$ cat src/rtl/synth_pkg.sv
// Shared widths and FSM state type for the wavetable interpolator.
package synth_pkg;

  localparam int unsigned WT_ADDR_W = 12;
  localparam int unsigned WT_FRAC_W = 16;
  localparam int unsigned SAMPLE_W  = 16;

  typedef enum logic [2:0] {
    ST_IDLE  = 3'd0,
    ST_ADDR1 = 3'd1,
    ST_CAP0  = 3'd2,
    ST_CAP1  = 3'd3,
    ST_CALC  = 3'd4
  } wt_state_e;

endpackage

$ cat src/rtl/wavetable_interp_if.sv
// Request, ROM and result signals of the wavetable interpolator.
interface wavetable_interp_if;
  import synth_pkg::*;

  logic                        Enable;
  logic [WT_ADDR_W-1:0]        wavetableAddr;
  logic [WT_FRAC_W-1:0]        interp;
  logic [WT_ADDR_W-1:0]        memAddr;
  logic signed [SAMPLE_W-1:0]  memData;
  logic signed [SAMPLE_W-1:0]  sample;
  logic                        sampleValid;
  logic                        busy;
  logic                        overrun;

  modport master (
    output Enable, wavetableAddr, interp, memData,
    input  memAddr, sample, sampleValid, busy, overrun
  );

  modport slave (
    input  Enable, wavetableAddr, interp, memData,
    output memAddr, sample, sampleValid, busy, overrun
  );

endinterface

$ cat src/rtl/interp_lerp.sv
// Combinational linear interpolation s0 + ((s1 - s0) * frac) >>> 16.
// Only built when WT_LINEAR_INTERP_EN is defined.
`ifdef WT_LINEAR_INTERP_EN
module interp_lerp
  import synth_pkg::*;
(
  input  logic signed [SAMPLE_W-1:0]  s0,
  input  logic signed [SAMPLE_W-1:0]  s1,
  input  logic        [WT_FRAC_W-1:0] frac,
  output logic signed [SAMPLE_W-1:0]  result
);
  localparam int unsigned DIFF_W = SAMPLE_W + 1;
  localparam int unsigned PROD_W = 2 * DIFF_W;

  logic signed [DIFF_W-1:0] diff;
  logic signed [PROD_W-1:0] prod;

  assign diff = DIFF_W'(s1) - DIFF_W'(s0);
  // frac is zero-extended so it stays non-negative in the signed product
  assign prod = PROD_W'(diff) * PROD_W'($signed({1'b0, frac}));
  // The result always lies between s0 and s1, so truncation cannot overflow
  assign result = SAMPLE_W'(PROD_W'(s0) + (prod >>> WT_FRAC_W));

endmodule
`endif

$ cat src/rtl/wavetable_interp.sv
// Two-point wavetable reader: fetches table[addr], table[addr+1] and interpolates.
// Define WT_LINEAR_INTERP_EN for linear interpolation; otherwise sample = table[addr].
module wavetable_interp
  import synth_pkg::*;
(
  input  logic               Clk,
  input  logic               Reset,
  wavetable_interp_if.slave  bus
);

  wt_state_e                  state_q, state_d;
  logic [WT_ADDR_W-1:0]       addr_q, addr_d;
  logic [WT_ADDR_W-1:0]       mem_addr_q, mem_addr_d;
  logic signed [SAMPLE_W-1:0] s0_q, s0_d;
  logic signed [SAMPLE_W-1:0] sample_q, sample_d;
  logic                       valid_q, valid_d;
  logic                       busy_q, busy_d;
  logic                       overrun_q, overrun_d;
  logic signed [SAMPLE_W-1:0] calc_res;

`ifdef WT_LINEAR_INTERP_EN
  logic [WT_FRAC_W-1:0]       frac_q, frac_d;
  logic signed [SAMPLE_W-1:0] s1_q, s1_d;

  interp_lerp u_lerp (
    .s0     (s0_q),
    .s1     (s1_q),
    .frac   (frac_q),
    .result (calc_res)
  );
`else
  assign calc_res = s0_q;
`endif

  // State and datapath registers
  always_ff @(posedge Clk) begin
    if (Reset) begin
      state_q    <= ST_IDLE;
      addr_q     <= '0;
      mem_addr_q <= '0;
      s0_q       <= '0;
      sample_q   <= '0;
      valid_q    <= 1'b0;
      busy_q     <= 1'b0;
      overrun_q  <= 1'b0;
`ifdef WT_LINEAR_INTERP_EN
      frac_q     <= '0;
      s1_q       <= '0;
`endif
    end else begin
      state_q    <= state_d;
      addr_q     <= addr_d;
      mem_addr_q <= mem_addr_d;
      s0_q       <= s0_d;
      sample_q   <= sample_d;
      valid_q    <= valid_d;
      busy_q     <= busy_d;
      overrun_q  <= overrun_d;
`ifdef WT_LINEAR_INTERP_EN
      frac_q     <= frac_d;
      s1_q       <= s1_d;
`endif
    end
  end

  // Next-state and datapath control
  always_comb begin
    state_d    = state_q;
    addr_d     = addr_q;
    mem_addr_d = mem_addr_q;
    s0_d       = s0_q;
    sample_d   = sample_q;
    valid_d    = 1'b0;
    overrun_d  = overrun_q;
`ifdef WT_LINEAR_INTERP_EN
    frac_d     = frac_q;
    s1_d       = s1_q;
`endif

    unique case (state_q)
      ST_IDLE: begin
        if (bus.Enable) begin
          addr_d     = bus.wavetableAddr;
          mem_addr_d = bus.wavetableAddr;
`ifdef WT_LINEAR_INTERP_EN
          frac_d     = bus.interp;
`endif
          state_d    = ST_ADDR1;
        end
      end
      ST_ADDR1: begin
        // Natural WT_ADDR_W-bit wrap takes the last entry back to 0
        mem_addr_d = addr_q + WT_ADDR_W'(1);
        state_d    = ST_CAP0;
      end
      ST_CAP0: begin
        s0_d    = bus.memData;
        state_d = ST_CAP1;
      end
      ST_CAP1: begin
`ifdef WT_LINEAR_INTERP_EN
        s1_d    = bus.memData;
`endif
        state_d = ST_CALC;
      end
      ST_CALC: begin
        sample_d = calc_res;
        valid_d  = 1'b1;
        state_d  = ST_IDLE;
      end
      default: state_d = ST_IDLE;
    endcase

    // A request arriving mid-operation is dropped and flagged until reset
    if (bus.Enable && (state_q != ST_IDLE)) begin
      overrun_d = 1'b1;
    end

    busy_d = (state_d != ST_IDLE);
  end

  assign bus.memAddr     = mem_addr_q;
  assign bus.sample      = sample_q;
  assign bus.sampleValid = valid_q;
  assign bus.busy        = busy_q;
  assign bus.overrun     = overrun_q;

endmodule

$ cat src/flat_wrapper.sv
// flat-port wrapper written by rule: the top's interface ports become plain ports
module wavetable_interp_flat import synth_pkg::*;
  (Clk, Reset, bus_Enable, bus_wavetableAddr, bus_interp, bus_memData, bus_memAddr, bus_sample, bus_sampleValid, bus_busy, bus_overrun);
  wavetable_interp_if bus_i ();
  input  logic Clk;
  input  logic Reset;
  input wire logic [$bits(bus_i.Enable)-1:0] bus_Enable;
  input wire logic [$bits(bus_i.wavetableAddr)-1:0] bus_wavetableAddr;
  input wire logic [$bits(bus_i.interp)-1:0] bus_interp;
  input wire logic [$bits(bus_i.memData)-1:0] bus_memData;
  output wire logic [$bits(bus_i.memAddr)-1:0] bus_memAddr;
  output wire logic [$bits(bus_i.sample)-1:0] bus_sample;
  output wire logic [$bits(bus_i.sampleValid)-1:0] bus_sampleValid;
  output wire logic [$bits(bus_i.busy)-1:0] bus_busy;
  output wire logic [$bits(bus_i.overrun)-1:0] bus_overrun;
  assign bus_i.Enable = bus_Enable;
  assign bus_i.wavetableAddr = bus_wavetableAddr;
  assign bus_i.interp = bus_interp;
  assign bus_i.memData = bus_memData;
  assign bus_memAddr = bus_i.memAddr;
  assign bus_sample = bus_i.sample;
  assign bus_sampleValid = bus_i.sampleValid;
  assign bus_busy = bus_i.busy;
  assign bus_overrun = bus_i.overrun;
  wavetable_interp u_core (.Clk(Clk), .Reset(Reset), .bus(bus_i));
endmodule
$ cat config.mk
export PLATFORM = sky130hd
export DESIGN_NAME = wavetable_interp_flat
export DESIGN_NICKNAME = d
export VERILOG_FILES = /design/src/rtl/synth_pkg.sv /design/src/rtl/wavetable_interp_if.sv /design/src/rtl/interp_lerp.sv /design/src/rtl/wavetable_interp.sv /design/src/flat_wrapper.sv
export SDC_FILE = /design/constraint.sdc
export NUM_CORES = 1
export LEC_CHECK = 0
export CORE_MARGIN = 8
export CORE_UTILIZATION = 43
export CTS_BUF_LIST = sky130_fd_sc_hd__clkbuf_8
export CTS_CLUSTER_DIAMETER = 60
export DETAILED_ROUTE_END_ITERATION = 7
export PLACE_DENSITY = 0.78
export SYNTH_ARGS = -nofsm -noshare
export SYNTH_HDL_FRONTEND = slang
export SYNTH_SLANG_ARGS = --single-unit
$ cat constraint.sdc
create_clock -name Clk -period 1.5 [get_ports Clk]
set_input_delay 0.45 -clock Clk [delete_from_list [all_inputs] [get_ports Clk]]
set_output_delay 0.45 -clock Clk [all_outputs]
set_load 0.05 [all_outputs]
==> results.tsv <==
stage	metric	value	unit
setup_path	arrival	1700	ps
setup_path	worst_setup_path_start_kind	register	
timing	finalHoldViolations	0	
finish	n_antenna_cell	0	
routing	route.antenna.remaining_nets	0	
setup_path	slowest_delay	380	ps
routing	wl_per_cell	14.4	um
routing	wl_met3	299	um
routing	dr_total_vias	2285	
clock_tree	clkTransAtPathRegs	70	ps
logic_synthesis	synth_cells	295	
finish	nets	428	
routing	dr_wl_met2	3280	um
run	cap_violations	0	
place	hpwlAfterDp	4590	um
timing	setup_viol	0	
power	p_per_area	1120	mW/mm^2
setup_path	end_kind	register	
finish	drive_above_1_share	0.245	
global_route	grt_pass1_vias	2285	
logic_synthesis	yosys_warnings	0	
global_route	overflow	0	
logic_synthesis	synth.avg_cell_area	8.27	um^2
place	dp.cells	438	
setup_path	rrSetupSlack	70	ps
setup_path	worstSetupPathType	reg -> reg	
timing	relSlewSlack	0.794	
clock_tree	hold_buffers	0	
clock_tree	cts_num_sinks	62	
global_route	grt_pass1_wl	10900	um
status	status	finished, final reports clean	
clock_tree	clockRootBuffer	clkbuf_8	
die	num_rows	27	
timing	slew_viol_final	0	
timing	worstMarginPinSlew	309	ps
routing	drc	0	
place	dp_slack	-508	ps
die	core	0.00551	mm^2
setup_path	crit_cells	5	
setup_path	cp_slowest_cell	dfxtp_2	
routing	top_layer	met4	
clock_tree	clockBufferDepth	2	
setup_path	cp_top_family	simple AND/OR/NAND/NOR gates	
setup_path	reg2reg_to	u_core.bus.memAddr[6]	
finish	flow.area_growth_from_synthesis	58.1	%
logic_synthesis	syn_area	0.00244	mm^2
routing	vias_per_cell	5.01	
clock_tree	clk_latency	340	ps
die	die_height	91.3	um
clock_tree	cts_inserted_buffers	9	
power	ir_drop	0.672	mV
logic_synthesis	ys_types	31	
global_route	grt_use_total	0.161	
place	gp_congestion	0.861	
clock_tree	htree_levels	3	
logic_synthesis	yosys.area.top_type	dfxtp_1	
die	fp.dieW	91.3	um
global_route	antenna_found_initial	0	
setup_path	r2r-start	u_core.state_q[1]	
setup_path	critPathCapture	u_core.bus.memAddr[6]	
setup_path	crit_buf_inv	1	
power	cellLeakagePower	1.45	nW
routing	dr.pass1.iters	4	
global_route	grt_max_degree	32	
routing	wl_met1	2830	um
clock_tree	cts_tree	done	
finish	layout.cells.non_filler	456	
die	ios	78	
setup_path	cp_data_required_time	1760	ps
routing	routed_wl	6550	um
setup_path	critPathMaxFanout	7	
setup_path	crit_path_start	u_core.state_q[1]	
timing	clock-skew-final	10.5	ps
routing	drtIter0Drc	125	
logic_synthesis	synth_top_area_frac	0.509	
timing	fin_crit	1430	ps
die	start_util	0.443	
die	floorplan.die_area	0.00834	mm^2
logic_synthesis	synthTopCellsByArea	dfxtp_1 (51%), nand2_1 (16%), a21oi_1 (10%)	
hold_path	hp-class	reg -> reg	
setup_path	ff2ff_path_depth	5	
timing	max_freq	697	MHz
logic_synthesis	ys_seq_elements	62	
logic_synthesis	yosysSeqAreaShare	0.509	
logic_synthesis	synth_fp_nets	343	
place	port_buffers	61	
timing	worst_slack	65.1	ps
timing	period_share	0.957	
setup_path	cp_cell_sequence	nor4b_4 -> buf_4 -> nand2_1 -> a31oi_1 -> a21boi_1	
==> report_power, final <==
| part | internal, mW | total, mW | switching (mW) |
|---|---|---|---|
| clock network | 0.891 | 1.50 | 0.611 |
| logic | 0.494 | 0.952 | 0.458 |
| registers | 1.76 | 1.87 | 0.115 |
==> timing repair <==
| item | in CTS | in global routing |
|---|---|---|
| gates resized for setup | 8 | 7 |
| gates cloned | 1 | 0 |
| setup buffers | 1 | 1 |
| setup endpoints to repair | 54 | 31 |
| pin swaps | 0 | 1 |
==> flip-flops by register name (all words and copies together), names as in the netlist <==
name                    cells
u_core.calc_res            16
u_core.bus.overrun          1
u_core.state_q              3
u_core.bus.busy             1
u_core.addr_q              12
u_core.bus.sample          16
u_core.bus.memAddr         12
u_core.bus.sampleValid      1
==> logic make-up after synthesis <==
kind of cell	count (synthesis)	share of synthesized area
and+or+nand+nor	134	0.245
DFF	62	0.509
AOI/OAI and AO/OA	68	0.156
adders and majority gates	1	0.00513
buffers and inverters	21	0.0528
xor gates and xnor gates	9	0.0323
==> tightest hold or removal path, stage by stage (launching register included) <==
cell and delay [ps]:
dfxtp_1 310, nand2_1 50, a21oi_1 50
==> final cells by class <==
class                   instances  area (um^2)
clock buffers                  12          165
flip-flops and latches         62         1240
clock inverters                 3         42.5
multi-input cells             213         1110
repair buffers                 94         1200
fillers                       396         1650
well taps                      72         90.1
==> how the worst min path moves through the flow <==
stage | from | end | slack (ps) | depth (start not counted)
finish | u_core.calc_res[15] | u_core.bus.sample[15] | 450 | 2
global route | u_core.calc_res[12] | u_core.bus.sample[12] | 470 | 2
CTS | u_core.calc_res[9] | u_core.bus.sample[9] | 450 | 2
detailed placement | u_core.calc_res[12] | u_core.bus.sample[12] | 440 | 2
global placement | u_core.calc_res[1] | u_core.bus.sample[1] | 440 | 2
floorplan | u_core.calc_res[0] | u_core.bus.sample[0] | 430 | 2
==> metrics by stage <==
| step | TNS (ps) | power (mW) | instance area [um^2] | util | hold WS (ps) |
|---|---|---|---|---|---|
| after floorplan | 0 | 2.34 | 2440 | - | 432 |
| after global placement | -10060 | 2.78 | 3570 | 0.649 | 437 |
| after detailed placement | -10720 | 2.80 | 3570 | 0.649 | 443 |
| after CTS | 0 | 4.33 | 3820 | 0.693 | 449 |
| after global routing | -43.0 | 4.51 | 3860 | 0.700 | 466 |
| final | 0 | 4.32 | 3860 | 0.700 | 447 |
==> cell usage after synthesis (all sizes together) <==
cell type and number:
a21boi 2, a21o 1, a21oi 52, a221oi 4, a311oi 1, a31oi 6, and2 1, and3 2
and4 1, buf 13, clkbuf 8, dfxtp 62, ha 1, nand2 102, nand3 4, nand4 4
nor2 7, nor3 6, nor3b 2, nor4b 1, o21a 1, o21ai 1, or3 1, or3b 2
or4b 1, xnor2 4, xor2 5
==> routing by layer <==
metal  track usage  up-vias
met4        0.0982        0
li1              -     1160
met3        0.0387       10
met5             0        -
met2         0.267       58
met1         0.184     1057
==> cell usage in the layout, fill, tap and decap left out, types with 2 or more instances in the layout <==
cell	instances
dfxtp_1	60
xor2_1	5
a221oi_1	3
clkbuf_8	12
clkdlybuf4s50_1	28
nand2_1	102
a21oi_1	51
nor3_1	5
xnor2_1	4
nand4_1	4
buf_4	29
or4b_4	2
dfxtp_2	2
or3b_4	2
a21boi_1	2
nand3_1	4
a31oi_1	6
buf_12	34
nor2_1	7
and3_1	2
Power figures use the tool's default switching activity.
